--- src/rtl/shake_pkg.sv ---
// Shared SHAKE256 constants and the serial transmitter state encoding.
package shake_pkg;

  localparam int unsigned STATE_WIDTH     = 1600;
  localparam int unsigned RATE_WIDTH      = 1088;
  localparam int unsigned OUT_BITS        = 256;
  localparam int unsigned RATE_BYTES      = 136;
  localparam int unsigned CHUNKS_PER_BYTE = 4;

  typedef enum logic [3:0] {
    S_IDLE,
    S_START,
    S_SGAP,
    S_WAIT_BYTE,
    S_SEND,
    S_BGAP,
    S_EGAP,
    S_END,
    S_WAIT_DONE
  } tx_state_e;

endpackage

--- src/rtl/shake_serial_tx_if.sv ---
// Host byte stream and SHAKE256 core serial-input signals for shake_serial_tx.
// SHAKE_TX_TIMEOUT_EN adds the sticky timeout flag.
interface shake_serial_tx_if #(
  parameter int unsigned CNT_W = 11
) ();

  logic             msg_start;
  logic             msg_empty;
  logic [7:0]       byte_in;
  logic             byte_valid;
  logic             byte_last;
  logic             byte_ready;
  logic             core_start;
  logic             core_enable;
  logic [1:0]       core_serial_in;
  logic             core_serial_end;
  logic             core_done;
  logic             busy;
  logic             msg_done;
  logic [CNT_W-1:0] byte_count;
  logic             overflow;
`ifdef SHAKE_TX_TIMEOUT_EN
  logic             timeout;
`endif

  modport master (
    input  msg_start, msg_empty, byte_in, byte_valid, byte_last, core_done,
    output byte_ready, core_start, core_enable, core_serial_in, core_serial_end,
    output busy, msg_done, byte_count, overflow
`ifdef SHAKE_TX_TIMEOUT_EN
    , output timeout
`endif
  );

  modport slave (
    output msg_start, msg_empty, byte_in, byte_valid, byte_last, core_done,
    input  byte_ready, core_start, core_enable, core_serial_in, core_serial_end,
    input  busy, msg_done, byte_count, overflow
`ifdef SHAKE_TX_TIMEOUT_EN
    , input timeout
`endif
  );

endinterface

--- src/rtl/shake_byte_serializer.sv ---
// Splits a loaded byte into MSB-first 2-bit chunks; the chunk output is registered
// and returns to 0 once the last chunk has been consumed.
module shake_byte_serializer
  import shake_pkg::*;
(
  input  logic       clk,
  input  logic       reset,
  input  logic       i_load,
  input  logic [7:0] i_byte,
  input  logic       i_advance,
  output logic [1:0] o_chunk,
  output logic       o_chunk_done_c
);

  localparam int unsigned IDX_W = 2;
  localparam logic [IDX_W-1:0] LAST_IDX = IDX_W'(CHUNKS_PER_BYTE - 1);

  logic [7:0]       r_shift;
  logic [IDX_W-1:0] r_idx;
  logic [1:0]       r_chunk;

  always_ff @(posedge clk or negedge reset) begin
    if (!reset) begin
      r_shift <= '0;
      r_idx   <= '0;
      r_chunk <= '0;
    end else if (i_load) begin
      r_chunk <= i_byte[7:6];
      r_shift <= {i_byte[5:0], 2'b00};
      r_idx   <= '0;
    end else if (i_advance) begin
      if (r_idx == LAST_IDX) begin
        r_chunk <= '0;
      end else begin
        r_chunk <= r_shift[7:6];
        r_shift <= {r_shift[5:0], 2'b00};
        r_idx   <= IDX_W'(r_idx + 1'b1);
      end
    end
  end

  assign o_chunk        = r_chunk;
  assign o_chunk_done_c = (r_idx == LAST_IDX);

endmodule

--- src/rtl/shake_serial_tx.sv ---
// Host-side framer for the SHAKE256 2-bit serial input: start, gaps, chunks, serial_end, done.
// Optional SHAKE_TX_TIMEOUT_EN bounds the wait for core done.
module shake_serial_tx
  import shake_pkg::*;
#(
  parameter int unsigned START_GAP = 2,
  parameter int unsigned BYTE_GAP  = 1,
  parameter int unsigned MAX_BYTES = RATE_BYTES,
  parameter int unsigned CNT_W     = 11
`ifdef SHAKE_TX_TIMEOUT_EN
  , parameter int unsigned DONE_TIMEOUT = 4096
`endif
) (
  input  logic              clk,
  input  logic              reset,
  shake_serial_tx_if.master bus
);

  localparam int unsigned GAP_W = 16;

  tx_state_e        r_state, w_next;
  logic [GAP_W-1:0] r_gap;
  logic             r_empty, r_last;
  logic [CNT_W-1:0] r_count;
  logic             r_overflow, r_byte_ready, r_core_start, r_core_enable;
  logic             r_core_end, r_busy, r_msg_done;
  logic             w_hs, w_full, w_load, w_advance, w_chunk_done, w_done_seen, w_tmo;
  logic [1:0]       w_chunk;

  assign w_hs        = bus.byte_valid & r_byte_ready;
  assign w_full      = (r_count >= CNT_W'(MAX_BYTES));
  // A done level still held from the previous message is only honoured from the second cycle
  assign w_done_seen = (r_gap != '0) && bus.core_done;

`ifdef SHAKE_TX_TIMEOUT_EN
  logic r_timeout;
  assign w_tmo       = (r_gap >= GAP_W'(DONE_TIMEOUT - 1));
  assign bus.timeout = r_timeout;
`else
  assign w_tmo = 1'b0;
`endif

  shake_byte_serializer u_ser (
    .clk            (clk),
    .reset          (reset),
    .i_load         (w_load),
    .i_byte         (bus.byte_in),
    .i_advance      (w_advance),
    .o_chunk        (w_chunk),
    .o_chunk_done_c (w_chunk_done)
  );

  always_ff @(posedge clk or negedge reset) begin
    if (!reset) r_state <= S_IDLE;
    else        r_state <= w_next;
  end

  always_comb begin
    w_next    = r_state;
    w_load    = 1'b0;
    w_advance = 1'b0;
    case (r_state)
      S_IDLE:      if (bus.msg_start) w_next = S_START;
      S_START:     if (START_GAP == 0) w_next = r_empty ? S_EGAP : S_WAIT_BYTE;
                   else                w_next = S_SGAP;
      S_SGAP:      if (r_gap == GAP_W'(START_GAP - 1)) w_next = r_empty ? S_EGAP : S_WAIT_BYTE;
      S_WAIT_BYTE: begin
        // Bytes past the rate limit are accepted and dropped so the source never stalls
        if (w_hs) begin
          if (w_full) begin
            if (bus.byte_last) w_next = S_EGAP;
          end else begin
            w_load = 1'b1;
            w_next = S_SEND;
          end
        end
      end
      S_SEND: begin
        w_advance = 1'b1;
        if (w_chunk_done) begin
          if (BYTE_GAP == 0) w_next = r_last ? S_EGAP : S_WAIT_BYTE;
          else               w_next = S_BGAP;
        end
      end
      S_BGAP:      if (r_gap == GAP_W'(BYTE_GAP - 1)) w_next = r_last ? S_EGAP : S_WAIT_BYTE;
      S_EGAP:      w_next = S_END;
      S_END:       w_next = S_WAIT_DONE;
      S_WAIT_DONE: if (w_done_seen || w_tmo) w_next = S_IDLE;
      default:     w_next = S_IDLE;
    endcase
  end

  // Outputs are registered decodes of the next state so they line up with the state register
  always_ff @(posedge clk or negedge reset) begin
    if (!reset) begin
      r_gap         <= '0;
      r_empty       <= 1'b0;
      r_last        <= 1'b0;
      r_count       <= '0;
      r_overflow    <= 1'b0;
      r_byte_ready  <= 1'b0;
      r_core_start  <= 1'b0;
      r_core_enable <= 1'b0;
      r_core_end    <= 1'b0;
      r_busy        <= 1'b0;
      r_msg_done    <= 1'b0;
`ifdef SHAKE_TX_TIMEOUT_EN
      r_timeout     <= 1'b0;
`endif
    end else begin
      if (w_next != r_state) r_gap <= '0;
      else if (r_gap != '1)  r_gap <= GAP_W'(r_gap + 1'b1);

      if (r_state == S_IDLE && bus.msg_start) begin
        r_empty    <= bus.msg_empty;
        r_count    <= '0;
        r_overflow <= 1'b0;
`ifdef SHAKE_TX_TIMEOUT_EN
        r_timeout  <= 1'b0;
`endif
      end
      if (w_load) begin
        r_last  <= bus.byte_last;
        r_count <= CNT_W'(r_count + 1'b1);
      end
      if (r_state == S_WAIT_BYTE && w_hs && w_full) r_overflow <= 1'b1;
`ifdef SHAKE_TX_TIMEOUT_EN
      if (r_state == S_WAIT_DONE && !w_done_seen && w_tmo) r_timeout <= 1'b1;
`endif

      r_byte_ready  <= (w_next == S_WAIT_BYTE);
      r_core_start  <= (w_next == S_START);
      r_core_enable <= (w_next == S_SEND);
      r_core_end    <= (w_next == S_END);
      r_busy        <= (w_next != S_IDLE);
      r_msg_done    <= (r_state == S_WAIT_DONE) && (w_next == S_IDLE);
    end
  end

  assign bus.byte_ready      = r_byte_ready;
  assign bus.core_start      = r_core_start;
  assign bus.core_enable     = r_core_enable;
  assign bus.core_serial_in  = w_chunk;
  assign bus.core_serial_end = r_core_end;
  assign bus.busy            = r_busy;
  assign bus.msg_done        = r_msg_done;
  assign bus.byte_count      = r_count;
  assign bus.overflow        = r_overflow;

endmodule
--- src/flat_wrapper.sv ---
// flat-port wrapper written by rule: the top's interface ports become plain ports
module shake_serial_tx_flat import shake_pkg::*;
#(
  parameter int unsigned START_GAP = 2,
  parameter int unsigned BYTE_GAP  = 1,
  parameter int unsigned MAX_BYTES = RATE_BYTES,
  parameter int unsigned CNT_W     = 11

)
  (clk, reset, bus_msg_start, bus_msg_empty, bus_byte_in, bus_byte_valid, bus_byte_last, bus_core_done, bus_byte_ready, bus_core_start, bus_core_enable, bus_core_serial_in, bus_core_serial_end, bus_busy, bus_msg_done, bus_byte_count, bus_overflow);
  shake_serial_tx_if #(.CNT_W(CNT_W)) bus_i ();
  input  logic clk;
  input  logic reset;
  input wire logic [$bits(bus_i.msg_start)-1:0] bus_msg_start;
  input wire logic [$bits(bus_i.msg_empty)-1:0] bus_msg_empty;
  input wire logic [$bits(bus_i.byte_in)-1:0] bus_byte_in;
  input wire logic [$bits(bus_i.byte_valid)-1:0] bus_byte_valid;
  input wire logic [$bits(bus_i.byte_last)-1:0] bus_byte_last;
  input wire logic [$bits(bus_i.core_done)-1:0] bus_core_done;
  output wire logic [$bits(bus_i.byte_ready)-1:0] bus_byte_ready;
  output wire logic [$bits(bus_i.core_start)-1:0] bus_core_start;
  output wire logic [$bits(bus_i.core_enable)-1:0] bus_core_enable;
  output wire logic [$bits(bus_i.core_serial_in)-1:0] bus_core_serial_in;
  output wire logic [$bits(bus_i.core_serial_end)-1:0] bus_core_serial_end;
  output wire logic [$bits(bus_i.busy)-1:0] bus_busy;
  output wire logic [$bits(bus_i.msg_done)-1:0] bus_msg_done;
  output wire logic [$bits(bus_i.byte_count)-1:0] bus_byte_count;
  output wire logic [$bits(bus_i.overflow)-1:0] bus_overflow;
  assign bus_i.msg_start = bus_msg_start;
  assign bus_i.msg_empty = bus_msg_empty;
  assign bus_i.byte_in = bus_byte_in;
  assign bus_i.byte_valid = bus_byte_valid;
  assign bus_i.byte_last = bus_byte_last;
  assign bus_i.core_done = bus_core_done;
  assign bus_byte_ready = bus_i.byte_ready;
  assign bus_core_start = bus_i.core_start;
  assign bus_core_enable = bus_i.core_enable;
  assign bus_core_serial_in = bus_i.core_serial_in;
  assign bus_core_serial_end = bus_i.core_serial_end;
  assign bus_busy = bus_i.busy;
  assign bus_msg_done = bus_i.msg_done;
  assign bus_byte_count = bus_i.byte_count;
  assign bus_overflow = bus_i.overflow;
  shake_serial_tx #(.START_GAP(START_GAP), .BYTE_GAP(BYTE_GAP), .MAX_BYTES(MAX_BYTES), .CNT_W(CNT_W)) u_core (.clk(clk), .reset(reset), .bus(bus_i));
endmodule
--- config.mk ---
export PLATFORM = sky130hd
export DESIGN_NAME = shake_serial_tx_flat
export DESIGN_NICKNAME = d
export VERILOG_FILES = /design/src/rtl/shake_pkg.sv /design/src/rtl/shake_serial_tx_if.sv /design/src/rtl/shake_byte_serializer.sv /design/src/rtl/shake_serial_tx.sv /design/src/flat_wrapper.sv
export SDC_FILE = /design/constraint.sdc
export NUM_CORES = 1
export LEC_CHECK = 0
export BUFFER_PORTS_ARGS = -buffer_cell sky130_fd_sc_hd__buf_2
export CAP_MARGIN = 15
export CORE_MARGIN = 4
export CORE_UTILIZATION = 40
export DETAILED_ROUTE_END_ITERATION = 10
export PLACE_DENSITY = 0.58
export SETUP_SLACK_MARGIN = 0.1
export SYNTH_ARGS = -nofsm -noshare
export SYNTH_HDL_FRONTEND = slang
export SYNTH_SLANG_ARGS = --single-unit
--- constraint.sdc ---
create_clock -name clk -period 3 [get_ports clk]
set_input_delay 0.15 -clock clk [delete_from_list [all_inputs] [get_ports clk]]
set_output_delay 0.15 -clock clk [all_outputs]
set_load 0.03 [all_outputs]
# ---- Word-level counts from Yosys, hierarchy flattened
# Index checks and enable logic that the tools add are counted.
dict set report word_totals {
  regBits 52
  inputBits 15
  output_inout_bits 20
  wordCells 82
}
dict set report classes {
  add_sub_neg 3
  n_lt_le_gt_ge 1
  eq_ne 17
  mux 30
  bitwise_logic 1
  reduce_logical 15
}
# operator count
set op_table {}
lappend op_table {{$pmux 4 s9} 1}
lappend op_table {{$mux 16} 2}
lappend op_table {{$mux 4} 8}
lappend op_table {{$eq 4x3->1 const B} 6}
lappend op_table {{$mux 8} 3}
lappend op_table {{$mux 11} 2}
lappend op_table {{$add 16x1->16 const B} 1}
lappend op_table {{$eq 16x1->1 const B} 1}
lappend op_table {{$logic_not 16->1} 1}
lappend op_table {{$ne 16x16->1 const B} 1}
lappend op_table {{$reduce_bool 16->1} 1}
lappend op_table {{$eq 4x2->1 const B} 3}
lappend op_table {{$mux 2} 6}
lappend op_table {{$add 11x1->11 const B} 1}
lappend op_table {{$ge 11x8->1 const B} 1}
lappend op_table {{$eq 4x1->1 const B} 2}
lappend op_table {{$logic_not 4->1} 2}
lappend op_table {{$reduce_bool 2->1} 4}
lappend op_table {{$mux 1} 6}
lappend op_table {{$mux 3} 2}
lappend op_table {{$logic_and 1x1->1} 5}
lappend op_table {{$eq 4x4->1 const B} 1}
lappend op_table {{$ne 4x4->1} 1}
lappend op_table {{$reduce_bool 4->1} 1}
lappend op_table {{5 further kinds} 5}

# ---- Longest topological paths before layout
# Gate-level depths: netlist of the first run.
dict set report logic_depth {
  ltp_word 6
  depth_mapped 9
  ltp_nobuf 8
}

# ---- Hierarchy
# A second synthesis of the first run with hierarchy kept.
dict set report unflattened {
  hier_cells 280
  hier_area_um2 2741.4
}
# mod instances cells_each area_each_um2 seq_area_each_um2
set modules_own_cells {}
lappend modules_own_cells {shake_serial_tx 1 233 2265.9 1001.0}
lappend modules_own_cells {shake_byte_serializer 1 47 475.5 250.2}

# ---- Least setup slack after synthesis of the first run
# Ideal clock, no wire load.
dict set report synth_timing {
  path_kind {register to register}
  from {register u_core.r_gap[0]}
  to {register u_core.r_busy, in the netlist u_core.bus.busy}
  setup_time_ps 139
  t_arrival_ps 2168
  t_required_ps 2861
  setup_slack_ps 694
  stages_incl_launch_ff 8
  path_buffers 0
  period_less_slack_ps 2306
  path_cell_list {dfrtp_1 inv_1 ha_1 nor3b_1 nand4_2 o21a_1 or4_4 or4_1}
}
dict set report synth_between {
  elab_chain_cells 5
  word_cells_on_any_way 9
  cone_classes {eq/ne (1); mux (4); reduce/logical (4)}
}
# item line_no
set synth_rtl {}
lappend synth_rtl {{start, declared} shake_serial_tx.sv:22} ;# logic [GAP_W-1:0] r_gap;
lappend synth_rtl {{start signal, assigned} shake_serial_tx.sv:112} ;# else if (r_gap != '1) r_gap <= GAP_W'(r_gap + 1'b1);
lappend synth_rtl {{$reduce_bool 16->1} shake_serial_tx.sv:33} ;# assign w_done_seen = (r_gap != '0) && bus.core_done;
lappend synth_rtl {{$logic_and 1x1->1} shake_serial_tx.sv:33}
lappend synth_rtl {{$mux 4} shake_serial_tx.sv:88} ;# S_WAIT_DONE: if (w_done_seen || w_tmo) w_next = S_IDLE;
lappend synth_rtl {{$pmux 4 s9 *} shake_serial_tx.sv:62} ;# case (r_state)
lappend synth_rtl {{named net u_core.w_next[2]} shake_serial_tx.sv:21} ;# tx_state_e r_state, w_next;
lappend synth_rtl {{$reduce_bool 4->1 *} shake_serial_tx.sv:135} ;# r_busy <= (w_next != S_IDLE);
lappend synth_rtl {{end signal, assigned} shake_serial_tx.sv:135}
lappend synth_rtl {{end, declared} shake_serial_tx.sv:26} ;# logic r_core_end, r_busy, r_msg_done;
# The timed path passes the listed nets; every way through them passes the cells marked *.
# A chain may end at the register's enable or synchronous reset.

# ---- Final worst setup path of the first run
dict set report layout_timing {
  from {register u_core.r_gap[0]}
  to {register u_core.r_gap[7]}
}
dict set report layout_between {
  elab_chain_cells 6
  word_cells_on_any_way 14
  cone_classes {add/sub (1); eq/ne (3); mux (6); reduce/logical (4)}
}
# item line_no
set layout_rtl {}
lappend layout_rtl {{$reduce_bool 16->1} shake_serial_tx.sv:33}
lappend layout_rtl {{$logic_and 1x1->1} shake_serial_tx.sv:33}
lappend layout_rtl {{$mux 4} shake_serial_tx.sv:88}
lappend layout_rtl {{$pmux 4 s9} shake_serial_tx.sv:62}
lappend layout_rtl {{$ne 4x4->1} shake_serial_tx.sv:111} ;# if (w_next != r_state) r_gap <= '0;
lappend layout_rtl {{$mux 16 or $reduce_bool 2->1 (tied branches)} --}
# Several ways; a longest one is shown, not always the timed one. The select of a mux whose other input is x is not followed.

==> results of run 1 <==
==> layout make-up <==
| class | instances | area (um2) |
|---|---|---|
| Clock inverter | 1 | 30.0 |
| Multi-Input combinational cell | 194 | 1220 |
| Clock buffer | 6 | 82.6 |
| Inverter | 11 | 41.3 |
| Sequential cell | 50 | 1250 |
| Tap cell | 75 | 93.8 |
| Fill cell | 595 | 3120 |
| Timing Repair Buffer | 41 | 225 |
==> worst register-to-register path, cell delays in order, from the launching register on <==
cell and delay [ns]:
dfrtp_1 0.46, inv_1 0.09, ha_1 0.14, nor3b_1 0.23, nand4_2 0.20, a21o_2 0.26, a211o_1 0.28, nand3b_1 0.38
buf_4 0.30, nor2_1 0.10
==> sequential cells by signal, summed over array words and instances, names as in the netlist <==
name / flops
u_core.r_gap: 16
u_core.bus.byte_count: 11
u_core.u_ser.r_shift: 6
u_core.r_state: 4
u_core.u_ser.o_chunk: 2
u_core.u_ser.r_idx: 2
u_core.bus.busy: 1
u_core.bus.byte_ready: 1
u_core.bus.core_enable: 1
u_core.bus.core_serial_end: 1
u_core.bus.core_start: 1
u_core.bus.msg_done: 1
u_core.bus.overflow: 1
u_core.r_empty: 1
u_core.r_last: 1
==> timing repair <==
| item | 4_1_cts | 5_1_grt |
|---|---|---|
| buffers inserted | 0 | 0 |
| hold buffers | 1 | 0 |
| hold endpoints to repair | 20 | 0 |
==> power by group through the flow <==
stage          registers (mW)  logic (mW)  clock network (mW)
2_1_floorplan           0.984       0.508                   0
3_3_place_gp            0.949       0.784                   0
3_5_place_dp            0.951       0.786                   0
4_1_cts                 0.941       0.788               0.496
5_1_grt                 0.965       0.875               0.521
6_report                0.941       0.775               0.482
==> synthesized netlist by cell type (all sizes together) (3+ instances only) <==
cell type  number  share of area
ha              6          0.029
xnor2           4          0.014
nand2          26          0.038
clkbuf          8          0.012
dfrtp          50           0.49
o21ai          21          0.041
a21o            4          0.012
xor2            9          0.031
nor2           35          0.052
a22o            5          0.017
and3            5          0.012
and2            3         0.0074
mux2i           4          0.016
nor3            6          0.012
inv            11          0.016
nor3b           4          0.012
nor4            5          0.032
nand2b          5          0.012
a21oi           5         0.0098
nand3          11          0.022
nand4           7          0.020
==> per-layer routing <==
| layer | GRT usage | vias to the layer above | share of wire |
|---|---|---|---|
| met4 | 0.0502 | 0 | 0.012 |
| met1 | 0.219 | 965 | 0.51 |
| met2 | 0.231 | 38 | 0.44 |
| li1 | - | 1003 | - |
| met3 | 0.0329 | 7 | 0.036 |
| met5 | 0 | - | 0 |
==> cell families after synthesis <==
family                   after synthesis
flip-flops                            50
buffers and inverters                 20
AND/OR/NAND/NOR                      122
XOR/XNOR                              13
AO/OA/AOI/OAI                         49
multiplexers                           4
adder cells (fa/ha/maj)                6
==> worst paths after layout <==
kind / slack [ns] / endpoint / cells after the start
max: 0.50 / u_core.r_gap[7] / 9
min: 0.05 / u_core.u_ser.o_chunk[0] / 3
max reg2reg: 0.50 / u_core.r_gap[7] / 9
min reg2reg: 0.47 / u_core.u_ser.r_shift[7] / 1
max in group asynchronous: 1.92 / u_core.bus.core_enable / 3
min in group asynchronous: 0.33 / u_core.bus.byte_count[8] / 2
==> metrics.md, run 1 <==
| Metric | Value |
|---|---|
| Syn Inst Count | `264` |
| Detailed-route via count | `2,013` |
| # IOs | `35` |
| Sum of negative setup slack | `0 ns` |
| Overflow after GRT | `0` |
| Post-DP HPWL | `approximately 4.0 mm` |
| Nets | `between 300 and 400` |
| Post-Place Cells | `370` |
| CTS root buffer | `clkbuf_8` |
| Synth cell types | `47` |
| Hold Slack | `0.0524 ns` |
| Initial Util | `0.421` |
| Asr flop ratio synth | `1.00` |
| Slowest CP cell | `dfrtp_1` |
| Clock share of power | `0.219` |
| Slowest stage delay, CP | `0.46 ns` |
| Mapped Avg Cell Area | `9.65 um2` |
| CTS buffer count | `5` |
| Internal power | `1.38 mW` |
| Die height | `87.8 um` |
| Crit path launch type | `flop` |
| Hold path startpoint | `bus_byte_in[6]` |
| Layout cells sized above 1 | `0.188` |
| Global-route wire length before repair | `around 9.3 mm` |
| Hold violation count in the final report | `0` |
| Port bufs | `34` |
| P per Cell Area | `746 nW/um2` |
| First-pass DRT Iterations | `4` |
| Row Count | `28` |
| Sw power | `0.815 mW` |
| Slew HR | `0.495` |
| EDFF count, synth | `0` |
| RD Place Congestion | `roughly 0.9` |
| TritonCTS Sinks | `50` |
| Clock slew at reported path FFs | `0.09 ns` |
| Data required, critical path | `3.23 ns` |
| Minimum clock period | `2.50 ns` |
| Max Buffers Root-to-Sink | `2` |
| Utilization after layout | `0.486` |
| Worst Skew | `0.00961 ns` |
| Simple-gate share of the synthesized area | `0.266` |
| Yosys reg bits | `50` |
| Placement Setup Slack | `0.491 ns` |
| P_leak | `1.40 nW` |
| CTS HTree Levels | `2` |
| Logic pwr share | `0.353` |
| Largest net degree at the start of global routing | `31` |
| Hold crit path type | `input pin to flop` |
| Largest family of logic cells by synthesized area | `simple AND/OR/NAND/NOR gates` |
| Fmax | `roughly 400 MHz` |
| Crit. Startpoint | `u_core.r_gap[0]` |
| Post-Synth Adder-Cell Area | `0.0295` |
| Commonest non-fill, non-tap cell in the layout | `dfrtp_1` |
| Gr usage total | `0.153` |
| Worst Tran Pin Value | `0.752 ns` |
| Initial drt markers | `84` |
| CP cell instances | `inv_1 -> ha_1 -> nor3b_1 -> nand4_2 -> a21o_2 -> a211o_1 -> nand3b_1 -> buf_4 -> nor2_1` |
| Die area | `~7700 um2` |
| Most used DFF post-synth | `dfrtp_1` |
| Final instance area | `about 2900 um2` |
| Switching Share | `0.371` |
| Crit. End Element | `flop` |
| Synth-to-Final Area Change | `15.6%` |
| Critical path class | `flop to flop` |
| XOR/XNOR share of the synthesized area | `0.0447` |
| # diodes | `0` |
| Antenna violations before repair | `0` |
| Post-synthesis mux area share | `0.0157` |
| Post-Syn Area | `approximately 2500 um2` |
| Routed wire per std cell | `14.3 um` |
| Delay-heaviest family, CP | `simple AND/OR/NAND/NOR gates` |
| Sequential share of the synthesized area | `0.491` |
| DR DRC count | `0` |
| Final Max Slew Viols | `0` |
| Vias in the first global route | `1,948` |
| Worst Path Buf+Inv | `2` |
| Final wirelength | `5.41 mm` |
| Most frequent cells in the layout | `dfrtp_1 (50), nor2_1 (35), buf_2 (34)` |
| Period utilization | `0.834` |
| Worst-path maximum fanout | `10` |
| PostCTS Resize Cnt | `0` |
| Die extent in x | `a little under 90 um` |
| VDD IR max | `406 uV` |
| CTS tree | `built` |
| Clock Latency Late Sink | `around 0.3 ns` |
| Register share of total power | `0.428` |
| Unrepaired setup endpoints after global routing | `no` |
| Syn Nets | `approximately 290` |
| CP Data Arrival Time | `2.73 ns` |
| Final setup viols | `0` |
| Placement Cell Area | `2820 um2` |
| Setup ws final | `0.497 ns` |
| Complex-gate fraction of the synthesized area | `0.123` |
| Status | `finished, final reports clean` |
| Antenna Violating Nets Remaining | `0` |
| Max-Cap Viols | `0` |
| FF-to-FF Start | `u_core.r_gap[0]` |
| YS warnings | `0` |
| Overall Power | `2.20 mW` |
| Core Region | `6060 um2` |
| Vias per cell | `5.33` |
| Post-Layout Cell Count | `378` |
(Power assumes the default switching activity.)
==> run 2, diff against run 1 <==
==> constraint.sdc (replaced) <==
create_clock -name clk -period 2.5 [get_ports clk]
set_input_delay 0.125 -clock clk [delete_from_list [all_inputs] [get_ports clk]]
set_output_delay 0.125 -clock clk [all_outputs]
set_load 0.03 [all_outputs]
==> run 2 against run 1 <==
Sequential power is 18% higher. Combinational power grew 30%. Largest power group unchanged. Via count grew 1.0%. Clock power is 18% higher. Worst setup slack got worse by 0.29 ns. First-iteration DRC count is 18% lower. Cell count grew 2.4%. Maximum frequency rose by 9.1%.
==> metrics.md, run 2 (synthesis gave the netlist of run 1 again) <==
| Metric | Value |
|---|---|
| Sum of negative setup slack | `0 ns` |
| CTS HTree Levels | `2` |
| Clock Latency Late Sink | `between 0.3 and 0.4 ns` |
| Crit. Startpoint | `u_core.r_gap[13]` |
| Antenna violations before repair | `0` |
| Worst reg-to-reg setup slack | `0.21 ns` |
| Worst Tran Pin Value | `roughly 0.64 ns` |
| Slew HR | `0.575` |
| Detailed-route via count | `2,034` |
| Post-DP HPWL | `3.93 mm` |
| Minimum clock period | `2.29 ns` |
| Initial Util | `0.421` |
| Global-route wire length before repair | `9.22 mm` |
| Hold violation count in the final report | `0` |
| FILL cells | `slightly below 600` |
| Port bufs | `34` |
| Largest Register | `u_core.r_gap` |
| Nets | `332` |
| Hold Slack | `around 0.016 ns` |
| Status | `finished, final reports clean` |
| Core Region | `6060 um2` |
| Multi-input logic area | `~1200 um2` |
| VDD IR max | `538 uV` |
| First-pass DRT Iterations | `4` |
| Critical path class | `flop to flop` |
| Unrepaired setup endpoints after global routing | `yes` |
| Hold path startpoint | `bus_byte_in[7]` |
| Final setup viols | `0` |
| Initial drt markers | `69` |
| Post-CTS Setup Repair Bufs | `0` |
| Data required, critical path | `2.69 ns` |
| Hold depth | `3` |
| Post-Place Cells | `about 380` |
| Most frequent cells in the layout | `dfrtp_1 (50), nor2_1 (35), buf_2 (34)` |
| Vias per cell | `~5.3` |
| Synth-to-Final Area Change | `18.5%` |
| Crit. End Element | `flop` |
| Layout cells sized above 1 | `0.218` |
| Overflow after GRT | `0` |
| Routed wire per std cell | `14.0 um` |
| Sw power | `1.00 mW` |
| FF-to-FF path depth | `5` |
| Final wirelength | `5.43 mm` |
| # IOs | `35` |
| Worst-path maximum fanout | `7` |
| TritonCTS Sinks | `50` |
| Die area | `roughly 7700 um2` |
| Gr usage total | `0.153` |
| # diodes | `0` |
| Switching Share | `0.373` |
| Logic pwr share | `0.374` |
| Sequential standard cell area | `1250 um2` |
| CP Data Arrival Time | `2.48 ns` |
| Clock share of power | `0.211` |
| Row Count | `28` |
| Max reg flops | `16` |
| P_leak | `1.44 nW` |
| Commonest non-fill, non-tap cell in the layout | `dfrtp_1` |
| Vias in the first global route | `1,951` |
| Clock slew at reported path FFs | `0.09 ns` |
| Worst Skew | `0.0118 ns` |
| CTS root buffer | `clkbuf_8` |
| RD Place Congestion | `roughly 0.85` |
| CTS tree | `built` |
| Internal power | `about 1.7 mW` |
| FF-to-FF Start | `u_core.r_gap[13]` |
| CTS buffer count | `5` |
| Crit path launch type | `flop` |
| Die extent in x | `between 80 and 90 um` |
| Largest net degree at the start of global routing | `51` |
| Final Max Slew Viols | `0` |
| Max-Cap Viols | `0` |
| Die height | `87.8 um` |
| Fmax | `around 440 MHz` |
| DR DRC count | `0` |
| Max Buffers Root-to-Sink | `2` |
| Reg2reg end | `u_core.bus.busy` |
| Post-Layout Cell Count | `387` |
| Antenna Violating Nets Remaining | `0` |
| Hold crit path type | `input pin to flop` |
| Register share of total power | `0.415` |
| WHS Endpoint | `u_core.u_ser.o_chunk[1]` |
| Period utilization | `0.917` |
| P per Cell Area | `890 nW/um2` |
## run 2: cell types whose count changed in the layout (fill, tap and decap cells not counted), sizes merged
cell / previous run / this run
clkinvlp: 0 / 1
buf: 40 / 48
## run 2: cell type report
| cell class | count | share of cell area |
|---|---|---|
| Sequential cell | 50 | 0.414 |
| Multi-Input combinational cell | 194 | 0.410 |
| Clock inverter | 2 | 0.0124 |
| Clock buffer | 6 | 0.0240 |
| Inverter | 11 | 0.0137 |
| Tap cell | 75 | 0.0311 |
| Timing Repair Buffer | 49 | 0.0945 |
## run 2: timing repair
| item | 4_1_cts | 5_1_grt |
|---|---|---|
| hold endpoints to repair | 50 | 0 |
| endpoints found under the setup margin | 0 | 6 |
| gates resized for setup | 0 | 3 |
| hold buffers | 1 | 0 |
## run 2: critical path, stage by stage (launching register included)
cell,delay (ns)
dfrtp_1,0.46
nor4_4,0.35
nand4_2,0.14
o21a_1,0.19
or4_4,0.51
or4_1,0.52
## run 2: routing by layer
| layer | vias up | global-route usage | routed length (um) |
|---|---|---|---|
| met5 | - | 0 | 0 |
| met4 | 0 | 0.0530 | 72 |
| met3 | 7 | 0.0367 | 225 |
| met2 | 39 | 0.229 | 2420 |
| met1 | 967 | 0.216 | 2710 |
| li1 | 1021 | - | - |
## run 2: how the worst max path moves through the flow
stage | to
CTS | u_core.bus.busy
global placement | u_core.bus.busy
finish | u_core.bus.busy
detailed placement | u_core.bus.busy
floorplan | u_core.bus.busy
global route | u_core.r_gap[12]
## run 2: power groups by stage
| stage | Combinational [mW] | Clock (mW) | Sequential (mW) |
|---|---|---|---|
| 4_1_cts | 1.00 | 0.586 | 1.11 |
| 5_1_grt | 1.13 | 0.620 | 1.14 |
| 3_5_place_dp | 0.998 | 0 | 1.13 |
| 6_report | 1.01 | 0.567 | 1.11 |
| 3_3_place_gp | 0.994 | 0 | 1.13 |
| 2_1_floorplan | 0.609 | 0 | 1.18 |
## run 2: metrics by stage
step | power (mW) | area, um2 | util | setup WS, ns
3_3_place_gp | 2.12 | 2880 | 0.476 | 0.241
5_1_grt | 2.90 | 3020 | 0.498 | 0.0816
2_1_floorplan | 1.79 | 2550 | - | 0.194
3_5_place_dp | 2.13 | 2880 | 0.476 | 0.205
4_1_cts | 2.70 | 3000 | 0.495 | 0.201
6_report | 2.69 | 3020 | 0.498 | 0.206
